--- config.mk ---
export PLATFORM = sky130hd
export DESIGN_NAME = hybridcore_fetch_unit
export DESIGN_NICKNAME = d
export VERILOG_FILES = /design/src/rtl/hybridcore_pkg.sv /design/src/rtl/hybridcore_fetch_fifo.sv /design/src/rtl/hybridcore_fetch_unit.sv
export SDC_FILE = /design/constraint.sdc
export NUM_CORES = 1
export LEC_CHECK = 0
export ABC_CLOCK_PERIOD_IN_PS = 3900
export CORE_ASPECT_RATIO = 0.75
export CORE_MARGIN = 2
export CORE_UTILIZATION = 26
export CTS_CLUSTER_DIAMETER = 30
export CTS_CLUSTER_SIZE = 16
export DETAILED_ROUTE_END_ITERATION = 6
export SLEW_MARGIN = 10
export SYNTH_ARGS = -nofsm -noshare
export SYNTH_HDL_FRONTEND = slang
export SYNTH_SLANG_ARGS = --single-unit
--- constraint.sdc ---
create_clock -name clk -period 3.9 [get_ports clk]
set_clock_uncertainty 0.05 [all_clocks]
set_input_delay 0.78 -clock clk [delete_from_list [all_inputs] [get_ports clk]]
set_output_delay 0.78 -clock clk [all_outputs]
set_load 0.01 [all_outputs]
--- src/rtl/hybridcore_pkg.sv ---
// Shared types and constants for the hybridcore fetch stage.
package hybridcore_pkg;

    localparam int INSTR_W   = 32;
    localparam int HC_ADDR_W = 32;

    localparam logic [INSTR_W-1:0] HC_NOP = 32'h0000_0000;

    typedef struct packed {
        logic [INSTR_W-1:0]   instr;
        logic [HC_ADDR_W-1:0] pc;
    } fetch_entry_t;

endpackage

--- src/rtl/hybridcore_fetch_fifo.sv ---
// Synchronous prefetch FIFO with flush; the head is read straight from the storage registers.
module hybridcore_fetch_fifo #(
    parameter  int DEPTH = 4,
    parameter  int WIDTH = 64,
    localparam int CNT_W = $clog2(DEPTH + 1)
) (
    input  logic             clk,
    input  logic             rst,
    input  logic             push,
    input  logic             pop,
    input  logic             flush,
    input  logic [WIDTH-1:0] push_data,
    output logic [WIDTH-1:0] head_data,
    output logic             head_valid,
    output logic [CNT_W-1:0] count
);

    localparam int PTR_W = $clog2(DEPTH);

    logic [WIDTH-1:0] mem [DEPTH];
    logic [PTR_W-1:0] wr_ptr;
    logic [PTR_W-1:0] rd_ptr;

    always_ff @(posedge clk) begin
        if (push && !flush && !rst) begin
            mem[wr_ptr] <= push_data;
        end
    end

    // Flush wins over push/pop; a pop of the head in the flush cycle has already been seen by the consumer.
    always_ff @(posedge clk) begin
        if (rst || flush) begin
            wr_ptr <= '0;
            rd_ptr <= '0;
            count  <= '0;
        end else begin
            if (push) begin
                wr_ptr <= wr_ptr + 1'b1;
            end
            if (pop) begin
                rd_ptr <= rd_ptr + 1'b1;
            end
            case ({push, pop})
                2'b10:   count <= count + CNT_W'(1);
                2'b01:   count <= count - CNT_W'(1);
                default: count <= count;
            endcase
        end
    end

    assign head_valid = (count != '0);
    assign head_data  = mem[rd_ptr];

endmodule

--- src/rtl/hybridcore_fetch_unit.sv ---
// Fetch stage: PC, credit-based issue to a 1-cycle synchronous imem, prefetch FIFO, redirect flush.
module hybridcore_fetch_unit
    import hybridcore_pkg::*;
#(
    parameter int                  ADDR_W   = 32,
    parameter int                  DEPTH    = 4,
    parameter logic [ADDR_W-1:0]   RESET_PC = '0,
    parameter logic [INSTR_W-1:0]  NOP      = HC_NOP
) (
    input  logic                clk,
    input  logic                rst,
    input  logic                fetch_en,
    input  logic                redirect_valid,
    input  logic [ADDR_W-1:0]   redirect_pc,
    output logic                imem_en,
    output logic [ADDR_W-1:0]   imem_addr,
    input  logic [INSTR_W-1:0]  imem_rdata,
    output logic                instr_valid,
    input  logic                instr_ready,
    output logic [INSTR_W-1:0]  instr_out,
    output logic [ADDR_W-1:0]   instr_pc
);

    localparam int ENTRY_W = INSTR_W + ADDR_W;
    localparam int CNT_W   = $clog2(DEPTH + 1);
    localparam int USE_W   = CNT_W + 1;

    logic [ADDR_W-1:0]  pc;
    logic [ADDR_W-1:0]  inflight_pc;
    logic               inflight;
    logic [CNT_W-1:0]   fifo_count;
    logic               head_valid;
    logic [ENTRY_W-1:0] head_data;
    logic [USE_W-1:0]   used;
    logic [ADDR_W-1:0]  redirect_aligned;
    logic               issue;
    logic               push;
    logic               pop;

    assign redirect_aligned = redirect_pc & ~ADDR_W'(3);

    // Occupancy at the start of the cycle plus the outstanding read; a same-cycle pop frees nothing.
    assign used  = {1'b0, fifo_count} + USE_W'(inflight);
    assign issue = fetch_en && !rst && !redirect_valid && (used < USE_W'(DEPTH));

    // A read landing in a redirect cycle belongs to the old path and is dropped here.
    assign push = inflight && !redirect_valid && !rst;
    assign pop  = head_valid && instr_ready;

    always_ff @(posedge clk) begin
        if (rst) begin
            pc          <= RESET_PC;
            inflight    <= 1'b0;
            inflight_pc <= RESET_PC;
        end else if (redirect_valid) begin
            pc       <= redirect_aligned;
            inflight <= 1'b0;
        end else begin
            inflight <= issue;
            if (issue) begin
                pc          <= pc + ADDR_W'(4);
                inflight_pc <= pc;
            end
        end
    end

    hybridcore_fetch_fifo #(
        .DEPTH (DEPTH),
        .WIDTH (ENTRY_W)
    ) u_fifo (
        .clk        (clk),
        .rst        (rst),
        .push       (push),
        .pop        (pop),
        .flush      (redirect_valid),
        .push_data  ({imem_rdata, inflight_pc}),
        .head_data  (head_data),
        .head_valid (head_valid),
        .count      (fifo_count)
    );

    assign imem_en     = issue;
    assign imem_addr   = pc;
    assign instr_valid = head_valid;
    assign instr_out   = head_valid ? head_data[ENTRY_W-1 -: INSTR_W] : NOP;
    assign instr_pc    = head_valid ? head_data[ADDR_W-1:0] : RESET_PC;

endmodule

### Yosys cells after proc, flatten, opt, wreduce, memory -nomap -nowiden

Memories as Yosys holds them, arrays and structs flattened. A register that Yosys moved wholly into a read port is not among the register bits.
Cells that the tools add are included.

| word-level totals | value |
|---|---|
| register bits after elaboration | 72 |
| RAM bits | 256 |
| bits of input ports | 69 |
| output and inout port bits | 98 |
| word-level logic and storage cells | 43 |
| memories | 1 |

Memories:

| memory | depth | width | rd ports | clocked after Yosys merged registers in | wr ports | RTL line | text |
|---|---|---|---|---|---|---|---|
| u_fifo.mem | 4 | 64 | 1 | 1 | 1 | hybridcore_fetch_fifo.sv:20 | `logic [WIDTH-1:0] mem [DEPTH];` |

| operators by class | value |
|---|---|
| add/subtract/negate cells | 6 |
| $lt $le $gt $ge | 1 |
| eq/ne operators | 2 |
| mux-type cells | 9 |
| bitwise operators | 1 |
| reduce and logical (&&, ||, !) cells | 16 |

Operators with widths:

| cell | count |
|---|---|
| $mux W32 | 4 |
| $add A32 B3 Y32 const B | 1 |
| $logic_and A1 B1 Y1 | 8 |
| $pmux W3 S2 | 1 |
| $add A2 B1 Y2 const B | 2 |
| $add A3 B1 Y4 | 1 |
| $lt A4 B3 Y1 const B | 1 |
| $mux W2 | 2 |
| $reduce_bool A2 Y1 | 2 |
| $add A3 B1 Y3 const B | 1 |
| $reduce_bool A3 Y1 | 1 |
| $sub A3 B1 Y3 const B | 1 |
| $eq A2 B1 Y1 const B | 1 |
| $eq A2 B2 Y1 const B | 1 |
| $logic_not A1 Y1 | 2 |
| $mux W1 | 2 |
| $reduce_and A2 Y1 | 1 |
| $reduce_or A2 Y1 | 1 |
| $logic_or A1 B1 Y1 | 1 |
| $not A1 Y1 | 1 |

### Logic depth before layout (Yosys ltp)

| logic depth | value |
|---|---|
| word-level depth | 7 |
| gate-level depth with buffers | 10 |
| depth with buffers taken out | 8 |

### Hierarchy

From an unflattened synthesis, not the netlist that was laid out.

| second synthesis, totals | value |
|---|---|
| cell total of the unflattened synthesis | 819 |
| area total of the unflattened synthesis | 13087.6 µm² |

Modules (own cells, without submodules):

| module | times used | cells an instance | area an instance (µm²) | seq. area each (µm²) |
|---|---|---|---|---|
| hybridcore_fetch_fifo | 1 | 382 | 9749.4 | 7867.5 |
| hybridcore_fetch_unit | 1 | 437 | 3338.2 | 1221.2 |

### Worst setup path after synthesis

No wires, ideal clock.

| timing | value |
|---|---|
| path type | in2reg |
| start point | in redirect_valid |
| end point | mem u_fifo.mem[0][10] (enable) |
| setup time | 0.427 ns |
| arrival time | 2.848 ns |
| data required time | 3.423 ns |
| path slack | 0.575 ns |
| cell stages on the path | 4 |
| buffers on the path | 2 |
| path through | buf_2 -> clkbuf_1 -> nor2_1 -> and3_1 |

| between the ends | value |
|---|---|
| word-level cells in the longest chain between the ends | 7 |

Ends and longest elaborated chain:

| item | RTL line | text |
|---|---|---|
| from (decl) | hybridcore_fetch_unit.sv:13 | `input logic redirect_valid,` |
| $logic_not A1 Y1 (*) | hybridcore_fetch_fifo.sv:25, hybridcore_fetch_unit.sv:47 |  |
| $logic_and A1 B1 Y1 (2 in a row) | hybridcore_fetch_unit.sv:47 | `assign push = inflight && !redirect_valid && !rst;` |
| $logic_and A1 B1 Y1 (*) (2 in a row) | hybridcore_fetch_fifo.sv:25 | `if (push && !flush && !rst) begin` |
| $mux W1 (*) | hybridcore_fetch_fifo.sv:25 |  |
| $mux W1 (implied by the code) (*) | hybridcore_fetch_fifo.sv:26 | `mem[wr_ptr] <= push_data;` |
| to (decl) | hybridcore_fetch_fifo.sv:20 |  |

Every way passes the cells marked *; elsewhere a longest branch is shown, timed or not.

### Final worst setup path

| timing | value |
|---|---|
| start point | reg u_fifo.count[0] |
| end point | out instr_out[18] |

| between the ends | value |
|---|---|
| word-level cells in the longest chain between the ends | 2 |

Ends and longest elaborated chain:

| item | RTL line | text |
|---|---|---|
| from (decl) | hybridcore_fetch_fifo.sv:15 | `output logic [CNT_W-1:0] count` |
| from (signal assigned) | hybridcore_fetch_fifo.sv:44 | `2'b10: count <= count + CNT_W'(1);` |
| from (signal assigned) | hybridcore_fetch_fifo.sv:45 | `2'b01: count <= count - CNT_W'(1);` |
| from (signal assigned) | hybridcore_fetch_fifo.sv:46 | `default: count <= count;` |
| $reduce_bool A3 Y1 | hybridcore_fetch_fifo.sv:51 | `assign head_valid = (count != '0);` |
| $mux W32 | hybridcore_fetch_unit.sv:85 | `assign instr_out = head_valid ? head_data[ENTRY_W-1 -: INSTR_W] : NOP;` |
| to (decl) | hybridcore_fetch_unit.sv:20 | `output logic [INSTR_W-1:0] instr_out,` |

Every way passes these cells.

==> impl_metrics.json <==
{
  "outcome": "finished clean",
  "synth_top_area_share_pct": 58.9,
  "min_path_type": "reg -> reg",
  "fillers": 4509,
  "fin_tns_setup_ps": 0,
  "met3_usage_pct": 3.43,
  "ys_types": 54,
  "path_max_fanout": 41,
  "grt_setup_unrepaired": "false",
  "synth_edf_count": 248,
  "r2r_start": "u_fifo.count[2]$_SDFFE_PP0P_",
  "p_leak_nw": 5.57,
  "synthesis.area_um2": 12600,
  "ys_ff_latch": 318,
  "cts_resized": 0,
  "yosys-top-cells-area": "edfxtp_1 (59%), dfxtp_1 (11%), mux4_2 (11%)",
  "use_met2_pct": 19.4,
  "area_growth_pct": 36.7,
  "core_um2": 47700,
  "rows": 69,
  "die_y_um": 195,
  "power.density_nw_per_um2": 546,
  "cp.required_ps": 3070,
  "mostFrequentLayoutCell": "edfxtp_1",
  "grt-ovfl-total": 0,
  "crit_path_max_incr_delay_ps": 790,
  "async_flop_share_pct": 0,
  "yosysWarnings": 0,
  "synth-simple-area-share_pct": 10.3,
  "insertion_delay_ps": 570,
  "final_nets": 1078,
  "syn_avg_cell_area_um2": 15.8,
  "yosysSeqAreaShare_pct": 70.0,
  "clkTransAtPathRegs_ps": 50,
  "route.vias.total": 7621,
  "port_buffers": 160,
  "n_antenna_cell": 0,
  "min_period_over_period_pct": 88.8,
  "grtUsageMet1_pct": 18.2,
  "max_clock_freq_mhz": 289,
  "avgRoutedWirePerCell_um": 19.2,
  "worstHoldPathCells": 2,
  "drive_gt1_share_pct": 19.8,
  "critPathKind": "reg -> out",
  "r2r.worst_path.cells": 8,
  "drv_cap": 0,
  "reg2reg_slack_ps": 1210,
  "instances_no_fill": 1691,
  "cts_root_buffer": "clkbuf_16",
  "grt.total_usage_pct": 12.8,
  "routed_wl_um": 32500,
  "die_width_um": 259,
  "cts.sinks": 318,
  "grt_max_degree": 44,
  "cts_max_level": 2,
  "dieArea_um2": 50400,
  "cts_buffers": 59,
  "placedCellCount": 1580,
  "setup_violations": 0,
  "design_area_um2": 17300,
  "slowest_stage": "or3_2",
  "gp_congestion": 0.787,
  "worstHoldStart": "imem_addr[31]$_SDFFE_PP0P_",
  "finalHoldViolCount": 0,
  "final_cell_mix": "edfxtp_1 (248), clkdlybuf4s50_1 (159), nand2_1 (98)",
  "path_cells": "or3_2 > buf_12 > and2_1 > clkdlybuf4s50_1",
  "startpoint_type": "register",
  "synth_area_leader_cell": "edfxtp_1",
  "crit_path_end_kind": "output pin",
  "grt_pass1_wl_um": 48700,
  "power_mw": 9.44,
  "tightest_slew_ps": 733,
  "synth.mux.area_fraction_pct": 11.8,
  "syn-instance-count": 802,
  "io_pins": 167,
  "synth-main-ff-cell": "edfxtp_1",
  "route.detailed.drc": 0,
  "worstHoldEndpoint": "inflight_pc[31]$_SDFFE_PP0P_",
  "cts_tree": "done",
  "cts_setup_buffers": 0,
  "crit_buf_inv": 2,
  "antenna_found_initial": 0,
  "clock_path_buffers": 3,
  "post_drt_via_cell_ratio": 4.51,
  "max-slew-margin-rel_pct": 50.7,
  "synth_xor_xnor_area_share_pct": 1.39,
  "final_antenna_net_count": 0,
  "top_usage_layer": "met2",
  "crit_family": "simple AND/OR/NAND/NOR gates",
  "dpl_cell_area_um2": 15100,
  "vdd_drop_max_uv": 302,
  "period_minus_slack_ps": 3460,
  "synth_adder_area_share_pct": 0.753,
  "start_util_pct": 26.5,
  "drv_slew": 0,
  "firstDrtPassIters": 5,
  "synth_compound_area_share_pct": 3.61,
  "r2r-end": "u_fifo.count[2]$_SDFFE_PP0P_",
  "dp_hpwl_um": 20900,
  "postCtsHoldBufs": 0,
  "critPathArrivalTime_ps": 2630,
  "grt_pass1_vias": 7806,
  "first_iter_violations": 459,
  "synth_top_family_by_area": "multiplexers"
}
-- tightest hold or removal path, cell delays in order (launching register included) --
cell and delay (ps):
dfxtp_1 330, nand2_1 70, a21oi_1 50
-- worst max path at each step --
stage                                            start                          end  depth (start not counted)
after floorplan                         redirect_valid  u_fifo.mem[0][10]$_DFFE_PP_                          4
after global placement                  redirect_valid                      imem_en                          5
after detailed placement                redirect_valid                      imem_en                          5
after CTS                                     register                 instr_pc[11]                          4
after global routing      u_fifo.count[0]$_SDFFE_PP0P_                instr_out[18]                          4
final                     u_fifo.count[0]$_SDFFE_PP0P_                instr_out[18]                          4
-- routing by layer --
layer / vias up / wire (µm)
li1: 3469 / -
met1: 3840 / 15000
met2: 265 / 14800
met3: 47 / 2180
met4: 0 / 584
met5: - / 0
-- where the power goes --
group,switching (mW),internal [mW],total (mW)
clock network,1.72,3.72,5.44
logic,0.130,0.138,0.268
registers,0.0534,3.67,3.72
total,1.91,7.53,9.44
-- Yosys cell counts (2+ instances only) --
cell type and count:
edfxtp_1 248, nand2_1 98, dfxtp_1 70, and2_1 65, mux4_2 62, a21oi_1 43
clkbuf_1 25, nor2_1 22, nand3_1 15, nand4_1 15, buf_2 14, xor2_1 14
inv_1 10, a31oi_1 8, and3_1 8, ha_1 6, o21ai_1 6, xnor2_1 6
buf_1 5, mux2_1 5, nor3_1 5, o21ai_0 5, buf_4 4, a211oi_1 3
or3_1 3, a22oi_1 2, mux2_2 2, mux2i_1 2, nand3b_1 2, nor4_2 2
nor4_4 2, o211a_1 2, o22ai_1 2
-- layout make-up --
cell class	instances	area, µm²	area share, %
clock buffer	66	1560	9.01
tap	639	800	4.63
multi-input combinational	427	3560	20.6
clock inverter	45	603	3.49
sequential	318	8860	51.3
inverter	12	45.0	0.261
timing repair buffer	184	1850	10.7
-- cells by family (layout without fill, tap and decap cells) --
| family | Yosys count | in the layout |
|---|---|---|
| flops | 318 | 318 |
| simple gates | 247 | 247 |
| compound gates | 78 | 78 |
| mux | 71 | 71 |
| buf+inv | 60 | 307 |
| xor+xnor | 20 | 20 |
| fa+ha+maj | 7 | 7 |
| other cells | 1 | 4 |
-- flip-flops by register name, summed over array words and instances (netlist names), named ones only --
signal         cells
inflight           1
u_fifo.count       3
u_fifo.rd_ptr      2
inflight_pc       30
imem_addr         30
u_fifo.wr_ptr      2
u_fifo.mem       248
-- through the flow --
| step | hold slack (ps) | setup slack [ps] | util, % |
|---|---|---|---|
| after floorplan | 410 | 575 | - |
| after global placement | 431 | 716 | 31.7 |
| after detailed placement | 446 | 722 | 31.7 |
| after CTS | 433 | 365 | 36.2 |
| after global routing | 450 | 291 | 36.2 |
| final | 439 | 437 | 36.2 |
Power figures use the tool's default switching activity.
